File: src/rtl/game_flow_ctrl_pkg.sv
// Shared state encodings, command codes and PS/2 scan codes
// for the game flow sequencer.
package game_flow_ctrl_pkg;

    typedef enum logic [1:0] {
        ST_TITLE     = 2'd0,
        ST_PLAY      = 2'd1,
        ST_OVER_HOLD = 2'd2,
        ST_OVER      = 2'd3
    } state_t;

    localparam logic [3:0] CMD_NONE  = 4'd0;
    localparam logic [3:0] CMD_L     = 4'd1;
    localparam logic [3:0] CMD_R     = 4'd2;
    localparam logic [3:0] CMD_U     = 4'd3;
    localparam logic [3:0] CMD_D     = 4'd4;
    localparam logic [3:0] CMD_PLACE = 4'd5;
    localparam logic [3:0] CMD_ROT   = 4'd6;
    localparam logic [3:0] CMD_SEL1  = 4'd7;
    localparam logic [3:0] CMD_SEL2  = 4'd8;
    localparam logic [3:0] CMD_SEL3  = 4'd9;

    localparam logic [7:0] KEY_LEFT  = 8'h6B;
    localparam logic [7:0] KEY_A     = 8'h1C;
    localparam logic [7:0] KEY_RIGHT = 8'h74;
    localparam logic [7:0] KEY_D     = 8'h23;
    localparam logic [7:0] KEY_UP    = 8'h75;
    localparam logic [7:0] KEY_W     = 8'h1D;
    localparam logic [7:0] KEY_DOWN  = 8'h72;
    localparam logic [7:0] KEY_S     = 8'h1B;
    localparam logic [7:0] KEY_SPACE = 8'h29;
    localparam logic [7:0] KEY_R     = 8'h2D;
    localparam logic [7:0] KEY_1     = 8'h16;
    localparam logic [7:0] KEY_2     = 8'h1E;
    localparam logic [7:0] KEY_3     = 8'h26;

    // CMD_NONE marks an unmapped scan code
    function automatic logic [3:0] decode_key(input logic [7:0] code);
        case (code)
            KEY_LEFT, KEY_A:  decode_key = CMD_L;
            KEY_RIGHT, KEY_D: decode_key = CMD_R;
            KEY_UP, KEY_W:    decode_key = CMD_U;
            KEY_DOWN, KEY_S:  decode_key = CMD_D;
            KEY_SPACE:        decode_key = CMD_PLACE;
            KEY_R:            decode_key = CMD_ROT;
            KEY_1:            decode_key = CMD_SEL1;
            KEY_2:            decode_key = CMD_SEL2;
            KEY_3:            decode_key = CMD_SEL3;
            default:          decode_key = CMD_NONE;
        endcase
    endfunction

endpackage

File: src/rtl/game_flow_ctrl_cmd_fifo.sv
// Synchronous command FIFO with flush; pointers carry a wrap bit
// so full and empty are distinguished without a separate counter.
module game_flow_ctrl_cmd_fifo #(
    parameter int DEPTH = 4,
    parameter int WIDTH = 4
) (
    input  logic                     clk,
    input  logic                     reset,
    input  logic                     push,
    input  logic                     pop,
    input  logic                     flush,
    input  logic [WIDTH-1:0]         din,
    output logic [WIDTH-1:0]         dout,
    output logic                     full,
    output logic                     empty,
    output logic [$clog2(DEPTH):0]   level
);
    localparam int AW = $clog2(DEPTH);

    logic [WIDTH-1:0] mem [DEPTH];
    logic [AW:0]      wr_ptr;
    logic [AW:0]      rd_ptr;
    logic             do_push;
    logic             do_pop;

    assign empty   = (wr_ptr == rd_ptr);
    assign full    = (wr_ptr[AW] != rd_ptr[AW])
                  && (wr_ptr[AW-1:0] == rd_ptr[AW-1:0]);
    assign level   = wr_ptr - rd_ptr;
    assign dout    = mem[rd_ptr[AW-1:0]];
    assign do_pop  = pop && !empty;
    assign do_push = push && (!full || do_pop);

    always_ff @(posedge clk) begin
        if (reset || flush) begin
            wr_ptr <= '0;
            rd_ptr <= '0;
        end else begin
            if (do_push) wr_ptr <= wr_ptr + 1'b1;
            if (do_pop)  rd_ptr <= rd_ptr + 1'b1;
        end
    end

    always_ff @(posedge clk) begin
        if (do_push && !flush) mem[wr_ptr[AW-1:0]] <= din;
    end

endmodule

File: src/rtl/game_flow_ctrl.sv
// Key-to-command sequencer: decodes PS/2 make codes, queues them and
// issues one per game tick; owns the title/play/game-over flow.
module game_flow_ctrl #(
    parameter int FIFO_DEPTH = 4,
    parameter int HOLD_TICKS = 100
) (
    input  logic                          clk,
    input  logic                          reset,
    input  logic [7:0]                    key_code,
    input  logic                          make_pulse,
    input  logic                          tick,
    input  logic                          game_over,
    input  logic                          cmd_ready,
    output logic                          cmd_valid,
    output logic [3:0]                    cmd_code,
    output logic                          show_title,
    output logic                          show_over,
    output logic                          game_restart,
    output logic [$clog2(FIFO_DEPTH):0]   fifo_level,
    output logic [7:0]                    drop_count
);
    import game_flow_ctrl_pkg::*;

    localparam int HW = $clog2(HOLD_TICKS + 1);
    localparam logic [HW-1:0] HOLD_LAST = HW'(HOLD_TICKS - 1);

    state_t        state;
    logic [HW-1:0] hold_cnt;
    logic [3:0]    key_cmd;
    logic [3:0]    fifo_head;
    logic          key_hit;
    logic          in_play;
    logic          fifo_full;
    logic          fifo_empty;
    logic          push;
    logic          pop;
    logic          drop;
    logic          flush;

    always_comb begin
        key_cmd = decode_key(key_code);
        key_hit = make_pulse && (key_cmd != CMD_NONE);
        in_play = (state == ST_PLAY) && !game_over;
        flush   = (state == ST_PLAY) && game_over;
        pop     = in_play && tick && !cmd_valid && !fifo_empty;
        push    = in_play && key_hit && (!fifo_full || pop);
        drop    = in_play && key_hit && fifo_full && !pop;
    end

    game_flow_ctrl_cmd_fifo #(
        .DEPTH (FIFO_DEPTH),
        .WIDTH (4)
    ) u_fifo (
        .clk   (clk),
        .reset (reset),
        .push  (push),
        .pop   (pop),
        .flush (flush),
        .din   (key_cmd),
        .dout  (fifo_head),
        .full  (fifo_full),
        .empty (fifo_empty),
        .level (fifo_level)
    );

    always_ff @(posedge clk) begin
        if (reset) begin
            state        <= ST_TITLE;
            show_title   <= 1'b1;
            show_over    <= 1'b0;
            cmd_valid    <= 1'b0;
            cmd_code     <= CMD_NONE;
            game_restart <= 1'b0;
            drop_count   <= 8'd0;
            hold_cnt     <= '0;
        end else begin
            game_restart <= 1'b0;
            if (drop && drop_count != 8'hFF)
                drop_count <= drop_count + 8'd1;
            unique case (state)
                ST_TITLE: begin
                    if (make_pulse) begin
                        state        <= ST_PLAY;
                        show_title   <= 1'b0;
                        game_restart <= 1'b1;
                    end
                end
                ST_PLAY: begin
                    if (game_over) begin
                        state     <= ST_OVER_HOLD;
                        show_over <= 1'b1;
                        cmd_valid <= 1'b0;
                        hold_cnt  <= '0;
                    end else if (pop) begin
                        cmd_valid <= 1'b1;
                        cmd_code  <= fifo_head;
                    end else if (cmd_valid && cmd_ready) begin
                        cmd_valid <= 1'b0;
                    end
                end
                ST_OVER_HOLD: begin
                    if (tick) begin
                        if (hold_cnt == HOLD_LAST) begin
                            state    <= ST_OVER;
                            hold_cnt <= '0;
                        end else begin
                            hold_cnt <= hold_cnt + HW'(1);
                        end
                    end
                end
                ST_OVER: begin
                    if (make_pulse) begin
                        state      <= ST_TITLE;
                        show_over  <= 1'b0;
                        show_title <= 1'b1;
                    end
                end
            endcase
        end
    end

endmodule

File: config.mk
export PLATFORM = sky130hd
export DESIGN_NAME = game_flow_ctrl
export DESIGN_NICKNAME = d
export VERILOG_FILES = /design/src/rtl/game_flow_ctrl_pkg.sv /design/src/rtl/game_flow_ctrl_cmd_fifo.sv /design/src/rtl/game_flow_ctrl.sv
export SDC_FILE = /design/constraint.sdc
export NUM_CORES = 1
export LEC_CHECK = 0
export BUFFER_PORTS_ARGS = -buffer_cell sky130_fd_sc_hd__buf_2
export CAP_MARGIN = 5
export CORE_ASPECT_RATIO = 0.7
export CORE_MARGIN = 4
export CORE_UTILIZATION = 47
export CTS_BUF_LIST = sky130_fd_sc_hd__clkbuf_8
export DETAILED_ROUTE_END_ITERATION = 8
export PLACE_DENSITY = 0.67
export SKIP_CTS_REPAIR_TIMING = 1
export SYNTH_ARGS = -nofsm -noshare
export SYNTH_HDL_FRONTEND = slang
export SYNTH_SLANG_ARGS = --single-unit
File: constraint.sdc
create_clock -name clk -period 5.3 [get_ports clk]
set_input_delay 1.06 -clock clk [delete_from_list [all_inputs] [get_ports clk]]
set_output_delay 1.06 -clock clk [all_outputs]
set_load 0.02 [all_outputs]
==> impl_metrics.env, run 1 <==
export IMPL_grt_ovfl_total=0
export IMPL_rows=21
export IMPL_coreArea_um2=4970
export IMPL_finalHoldViolations=0
export IMPL_num_antenna_cells=0
export IMPL_die_w_um=95.2
export IMPL_max_slew_margin=0.356
export IMPL_syn2layout_area_growth_pct=13.0
export IMPL_async_reset_ff_frac=0
export IMPL_synthCells=248
export IMPL_dp_cells=343
export IMPL_synthTopCellsByCount="31 x dfxtp_1, 28 x nor2_1, 16 x a21oi_1, 16 x edfxtp_1"
export IMPL_drv_slew=0
export IMPL_ys_seq_area_frac=0.440
export IMPL_start_util=0.503
export IMPL_finalCriticalPeriod_ps=3280
export IMPL_cp_max_fo=11
export IMPL_setup_tns_ps=0
export IMPL_synthTopCellsByArea="dfxtp_1 25%, edfxtp_1 19%, ha_1 6.5%"
export IMPL_rsz0062_at_grt="no"
export IMPL_synth_avg_cell_area_um2=10.1
export IMPL_clock_fmax_mhz=305
export IMPL_grt_pass1_wl_mm=8.31
export IMPL_drt_pass1_iterations=4
export IMPL_die_area_um2=6570
export IMPL_synth_area_leader_cell="dfxtp_1"
export IMPL_peakVddDrop_mv=0.157
export IMPL_dpl_worst_slack_ps=1720
export IMPL_crit_required_ps=5490
export IMPL_clockBufferDepth=2
export IMPL_ys_ff_latch=47
export IMPL_ys_warn_count=0
export IMPL_grt_max_degree=25
export IMPL_io_buffers=32
export IMPL_crit_type="in2reg"
export IMPL_synth_edff_count=16
export IMPL_fin_cells=351
export IMPL_setup_viol=0
export IMPL_netlist_area_um2=2500
export IMPL_grtUsageTotal=0.157
export IMPL_numCtsBuffers=5
export IMPL_critical_path_arrival_ps=3470
export IMPL_gp_congestion=0.832
export IMPL_grt_pass1_vias=1713
export IMPL_ys_types=50
export IMPL_wl_per_cell_um=14.1
export IMPL_synth_top_area_frac=0.248
export IMPL_ioPinCount=33
export IMPL_drc=0
export IMPL_fin_ws_ps=2020
export IMPL_dr_total_vias=1904
export IMPL_die_y_um=69.0
export IMPL_synth_most_common_cell="dfxtp_1"
export IMPL_ys_flop_type="dfxtp_1"
export IMPL_finalPower_w=0.000819
export IMPL_root_buffer="clkbuf_8"
export IMPL_start_kind="input pin"
export IMPL_drt_vias_per_instance=5.42
export IMPL_maxCapViolCount=0
export IMPL_clock_sinks=47
export IMPL_drtAntennaViolNets=0
export IMPL_tightest_slew_ps=956
export IMPL_place_hpwl_mm=3.74
export IMPL_clk_latency_ps=300
export IMPL_holdCritPathClass="reg2reg"
export IMPL_leakage_nw=1.15
export IMPL_final_nets=309
export IMPL_htreeDepth=2
export IMPL_drt_iter0_drc=77
export IMPL_cts_tree="done"
export IMPL_antenna_found_initial=0
export IMPL_path_clk_slew_ps=90
export IMPL_fin_crit_sh=0.618
export IMPL_finalWirelength_mm=4.93
export IMPL_drive_gt1_frac=0.170
export IMPL_synth_fp_nets=276
export IMPL_finalHoldWorstSlack_ps=486
export IMPL_finClkSkew_ps=4.90
export IMPL_outcome="finished clean"
export IMPL_end_kind="register"
export IMPL_power_density_nw_per_um2=290
==> cell families after synthesis <==
kind of cell | share of synthesized area
xor gates and xnor gates | 0.0280
AOI/OAI and AO/OA | 0.130
buffers and inverters | 0.0310
adders and majority gates | 0.0731
and+or+nand+nor | 0.225
muxes | 0.0731
DFF | 0.440
==> cells in the final DEF, fill, tap and decap left out, types with 2 or more instances in the layout <==
| master | netlist | routed |
|---|---|---|
| xor2_1 | 4 | 4 |
| o21ai_0 | 13 | 13 |
| nor4bb_1 | 4 | 4 |
| nor2_1 | 28 | 28 |
| nand3_1 | 11 | 11 |
| mux2_1 | 2 | 2 |
| xnor2_1 | 4 | 4 |
| nand2_1 | 13 | 13 |
| nor2b_1 | 7 | 7 |
| buf_2 | 2 | 32 |
| nor3_1 | 4 | 4 |
| edfxtp_1 | 16 | 16 |
| mux4_2 | 4 | 4 |
| and3_1 | 4 | 4 |
| nand2b_1 | 4 | 4 |
| mux2i_1 | 7 | 7 |
| nor4_1 | 5 | 5 |
| dfxtp_1 | 31 | 31 |
| inv_1 | 12 | 12 |
| a21oi_1 | 16 | 16 |
| o31ai_1 | 2 | 2 |
| clkbuf_8 | 0 | 5 |
| a21o_1 | 2 | 2 |
| or3_1 | 4 | 4 |
| or4_1 | 3 | 3 |
| nand3b_1 | 3 | 3 |
| ha_1 | 13 | 13 |
| nand4_1 | 6 | 6 |
==> worst paths after layout <==
| check | startpoint | endpoint | slack [ps] | cells after the start |
|---|---|---|---|---|
| worst max-delay path | key_code[6] | drop_count[5] | 2020 | 6 |
| worst max register to register | u_fifo.rd_ptr[1] | drop_count[6] | 2430 | 8 |
| worst min register to register | hold_cnt[6] | hold_cnt[6] | 490 | 2 |
| worst min-delay path | hold_cnt[6] | hold_cnt[6] | 490 | 2 |
==> layout make-up <==
| class | instances | area (µm²) |
|---|---|---|
| clock buffers | 5 | 68.8 |
| well taps | 69 | 86.3 |
| repair buffers | 32 | 160 |
| flip-flops and latches | 47 | 1100 |
| fillers | 445 | 2140 |
| inverters | 12 | 45.0 |
| clock inverters | 3 | 42.5 |
| multi-input cells | 183 | 1320 |
==> flip-flops by register name (all words and copies together) (netlist names) <==
register       count
u_fifo.mem        16
drop_count         8
hold_cnt           7
cmd_code           4
u_fifo.rd_ptr      3
u_fifo.wr_ptr      3
state              2
cmd_valid          1
game_restart       1
show_over          1
show_title         1
==> stage by stage <==
step,util,cell area (µm²)
after global placement,0.546,2710
final,0.569,2830
after global routing,0.569,2830
after floorplan,-,2500
after detailed placement,0.546,2710
after CTS,0.569,2830
==> metal layers <==
layer,GRT usage,wire (µm),share of wire,vias to the layer above
li1,-,-,-,982
met1,0.245,2700,0.55,877
met2,0.210,1940,0.39,40
met3,0.0424,243,0.049,5
met4,0.0432,53,0.011,0
met5,0,0,0,-
==> report_power, final <==
part / internal (W) / switching [W] / leakage [nW]
combinational: 0.0000568 / 0.0000969 / 0.695
clock: 0.000141 / 0.000124 / 0.0562
sequential: 0.000387 / 0.0000134 / 0.399
total: 0.000585 / 0.000234 / 1.15
==> critical path, cell delays in order <==
cell and delay, ps:
buf_2 130, or4b_4 560, nor3_1 660, o41ai_2 350
nor4_1 350, mux2_1 350
No activity file was read; power rests on OpenSTA's default activity.
==> run 2, diff against run 1 <==
Settings changed: ABC_AREA from default to 1, PLACE_DENSITY 0.67 to 0.69.
Clock period 5.3 ns to 2.7 ns, I/O delays scaled along.
==> impl_metrics.env, run 2 <==
export IMPL_max_slew_margin=0.688
export IMPL_final_nets=408
export IMPL_drc=0
export IMPL_synth_edff_count=16
export IMPL_finalHoldViolations=0
export IMPL_ys_flop_type="dfxtp_1"
export IMPL_ys_warn_count=0
export IMPL_antenna_found_initial=0
export IMPL_synth_avg_cell_area_um2=7.61
export IMPL_fin_crit_sh=0.853
export IMPL_synth_area_leader_cell="dfxtp_1"
export IMPL_numCtsBuffers=5
export IMPL_tightest_slew_ps=467
export IMPL_utilization=0.553
export IMPL_synth_compound_area_frac=0.0838
export IMPL_mostFrequentLayoutCells="74 x nand2_1, 61 x nor2_1, 44 x inv_1"
export IMPL_fill_cells=507
export IMPL_grt_ovfl_total=0
export IMPL_synth_most_common_cell="nand2_1"
export IMPL_drv_slew=0
export IMPL_synthCells=345
export IMPL_synthTopCellsByCount="74 x nand2_1, 61 x nor2_1, 43 x inv_1"
export IMPL_syn2layout_area_growth_pct=11.9
export IMPL_fin_ws_ps=398
export IMPL_synth_adder_area_share=0.0696
export IMPL_leakage_nw=1.39
export IMPL_setup_viol=0
export IMPL_multiInputGateArea_um2=1310
export IMPL_final_common_cell="nand2_1"
export IMPL_async_reset_ff_frac=0
export IMPL_wl_met1_mm=2.69
export IMPL_path_clk_slew_ps=90
export IMPL_synth_top_area_frac=0.236
export IMPL_crit_chain="inv_1, ha_1, fa_1, xnor2_1, buf_2"
export IMPL_finalCriticalPeriod_ps=2300
export IMPL_synthTopCellsByArea="dfxtp_1 24%, edfxtp_1 18%, nand2_1 11%"
export IMPL_dpl_worst_slack_ps=414
export IMPL_die_w_um=97.3
export IMPL_r2r_slack_ps=530
export IMPL_io_buffers=32
export IMPL_cp_slowest_cell="dfxtp_1"
export IMPL_power_density_nw_per_um2=519
export IMPL_dr_max_layer_used="met4"
export IMPL_dr_total_vias=2187
export IMPL_die_y_um=70.5
export IMPL_die_area_um2=6870
export IMPL_outcome="finished clean"
export IMPL_clock_sinks=47
export IMPL_root_buffer="clkbuf_8"
export IMPL_drt_pass1_iterations=5
export IMPL_max_stage_delay_ps=390
export IMPL_grt_max_degree=16
export IMPL_grtUsageTotal=0.150
export IMPL_num_antenna_cells=0
export IMPL_final_seq_area_um2=1100
export IMPL_synth_xor_area_frac=0.0133
export IMPL_start_kind="register"
export IMPL_synth_top_family_by_area="simple AND/OR/NAND/NOR gates"
export IMPL_gp_congestion=0.849
export IMPL_crit_type="reg2out"
export IMPL_peakVddDrop_mv=0.244
export IMPL_ys_ff_latch=47
export IMPL_place_hpwl_mm=3.95
export IMPL_drtAntennaViolNets=0
export IMPL_clockBufferDepth=2
export IMPL_ys_seq_area_frac=0.419
export IMPL_finalWirelength_mm=5.10
export IMPL_clock_fmax_mhz=434
export IMPL_maxCapViolCount=0
export IMPL_clk_latency_ps=300
export IMPL_drt_iter0_drc=84
export IMPL_rsz0062_at_grt="no"
export IMPL_cts_tree="done"
export IMPL_end_kind="output port"
export IMPL_holdCritPathClass="reg2reg"
export IMPL_htreeDepth=2
export IMPL_drt_vias_per_instance=4.83
export IMPL_crit_required_ps=2160
export IMPL_finClkSkew_ps=10.4
export IMPL_cp_max_fo=4
export IMPL_start_util=0.494
export IMPL_wl_met3_um=266
export IMPL_largest_reg_flops=16
export IMPL_setup_tns_ps=0
export IMPL_ioPinCount=33
export IMPL_rows=22
export IMPL_synth_mux_area_frac=0
export IMPL_wl_per_cell_um=11.2
export IMPL_netlist_area_um2=2630
export IMPL_grt_pass1_wl_mm=8.62
export IMPL_ys_types=35
export IMPL_yosys_area_share_simple=0.331
export IMPL_wl_met2_mm=2.13
export IMPL_coreArea_um2=5310
export IMPL_grt_pass1_vias=1893
export IMPL_drive_gt1_frac=0.178
export IMPL_critical_path_arrival_ps=1760
export IMPL_synth_fp_nets=373
==> run 2: cell types whose count changed after synthesis, sizes merged, moves of 4 or more <==
cell and delta:
nor2b -7, nand2 +67, inv +39, nor4 -4
mux4 -4, o21ai +10, nor2 +44, nand4 +7
nor4bb -4, nand2b -4, or3 -4, a21oi -4
mux2i -7
==> run 2: worst max-delay path, delay by kind of cell, from the launching register on <==
kind	cells	cell delay, ps
xor+xnor	1	200
buf+inv	2	310
fa+ha+maj	2	580
flops	1	390
==> run 2: logic make-up (layout without fill, tap and decap cells) <==
logic type                 Yosys count  after routing
and+or+nand+nor                    182            182
adders and majority gates           14             14
xor gates and xnor gates             4              4
AOI/OAI and AO/OA                   42             42
DFF                                 47             47
buffers and inverters               56             92
==> run 2: final timing paths <==
check,startpoint,cells past startpoint,to
setup reg to reg,state[1],8,u_fifo.mem[0][1]
hold reg to reg,show_over,2,show_over
setup / recovery,u_fifo.wr_ptr[0],5,fifo_level[2]
hold / removal,show_over,2,show_over
==> run 2: layout make-up <==
type	count	share of cell area
clock inverters	3	0.00596
multi-input cells	242	0.444
well taps	72	0.0307
flip-flops and latches	47	0.375
repair buffers	32	0.0545
clock buffers	5	0.0234
inverters	52	0.0664
==> run 2: through the flow <==
stage	hold slack [ps]	total power [W]	cell area, µm²	cells
after CTS	484	0.00154	2940	453
after floorplan	447	0.00104	2630	345
after global routing	489	0.00163	2940	453
after global placement	463	0.00112	2850	445
after detailed placement	469	0.00113	2850	445
final	488	0.00152	2940	453
==> run 2: power by group <==
part / total (W) / internal [W] / leakage, nW / switching [W]
sequential: 0.000782 / 0.000760 / 0.398 / 0.0000217
combinational: 0.000330 / 0.000105 / 0.946 / 0.000225
clock: 0.000413 / 0.000179 / 0.0493 / 0.000233
==> run 2: metal layers <==
layer  up-vias  global-route usage
met4         0              0.0276
met1       959               0.224
met3         2              0.0404
li1       1178                   -
met2        48               0.222
met5         -                   0
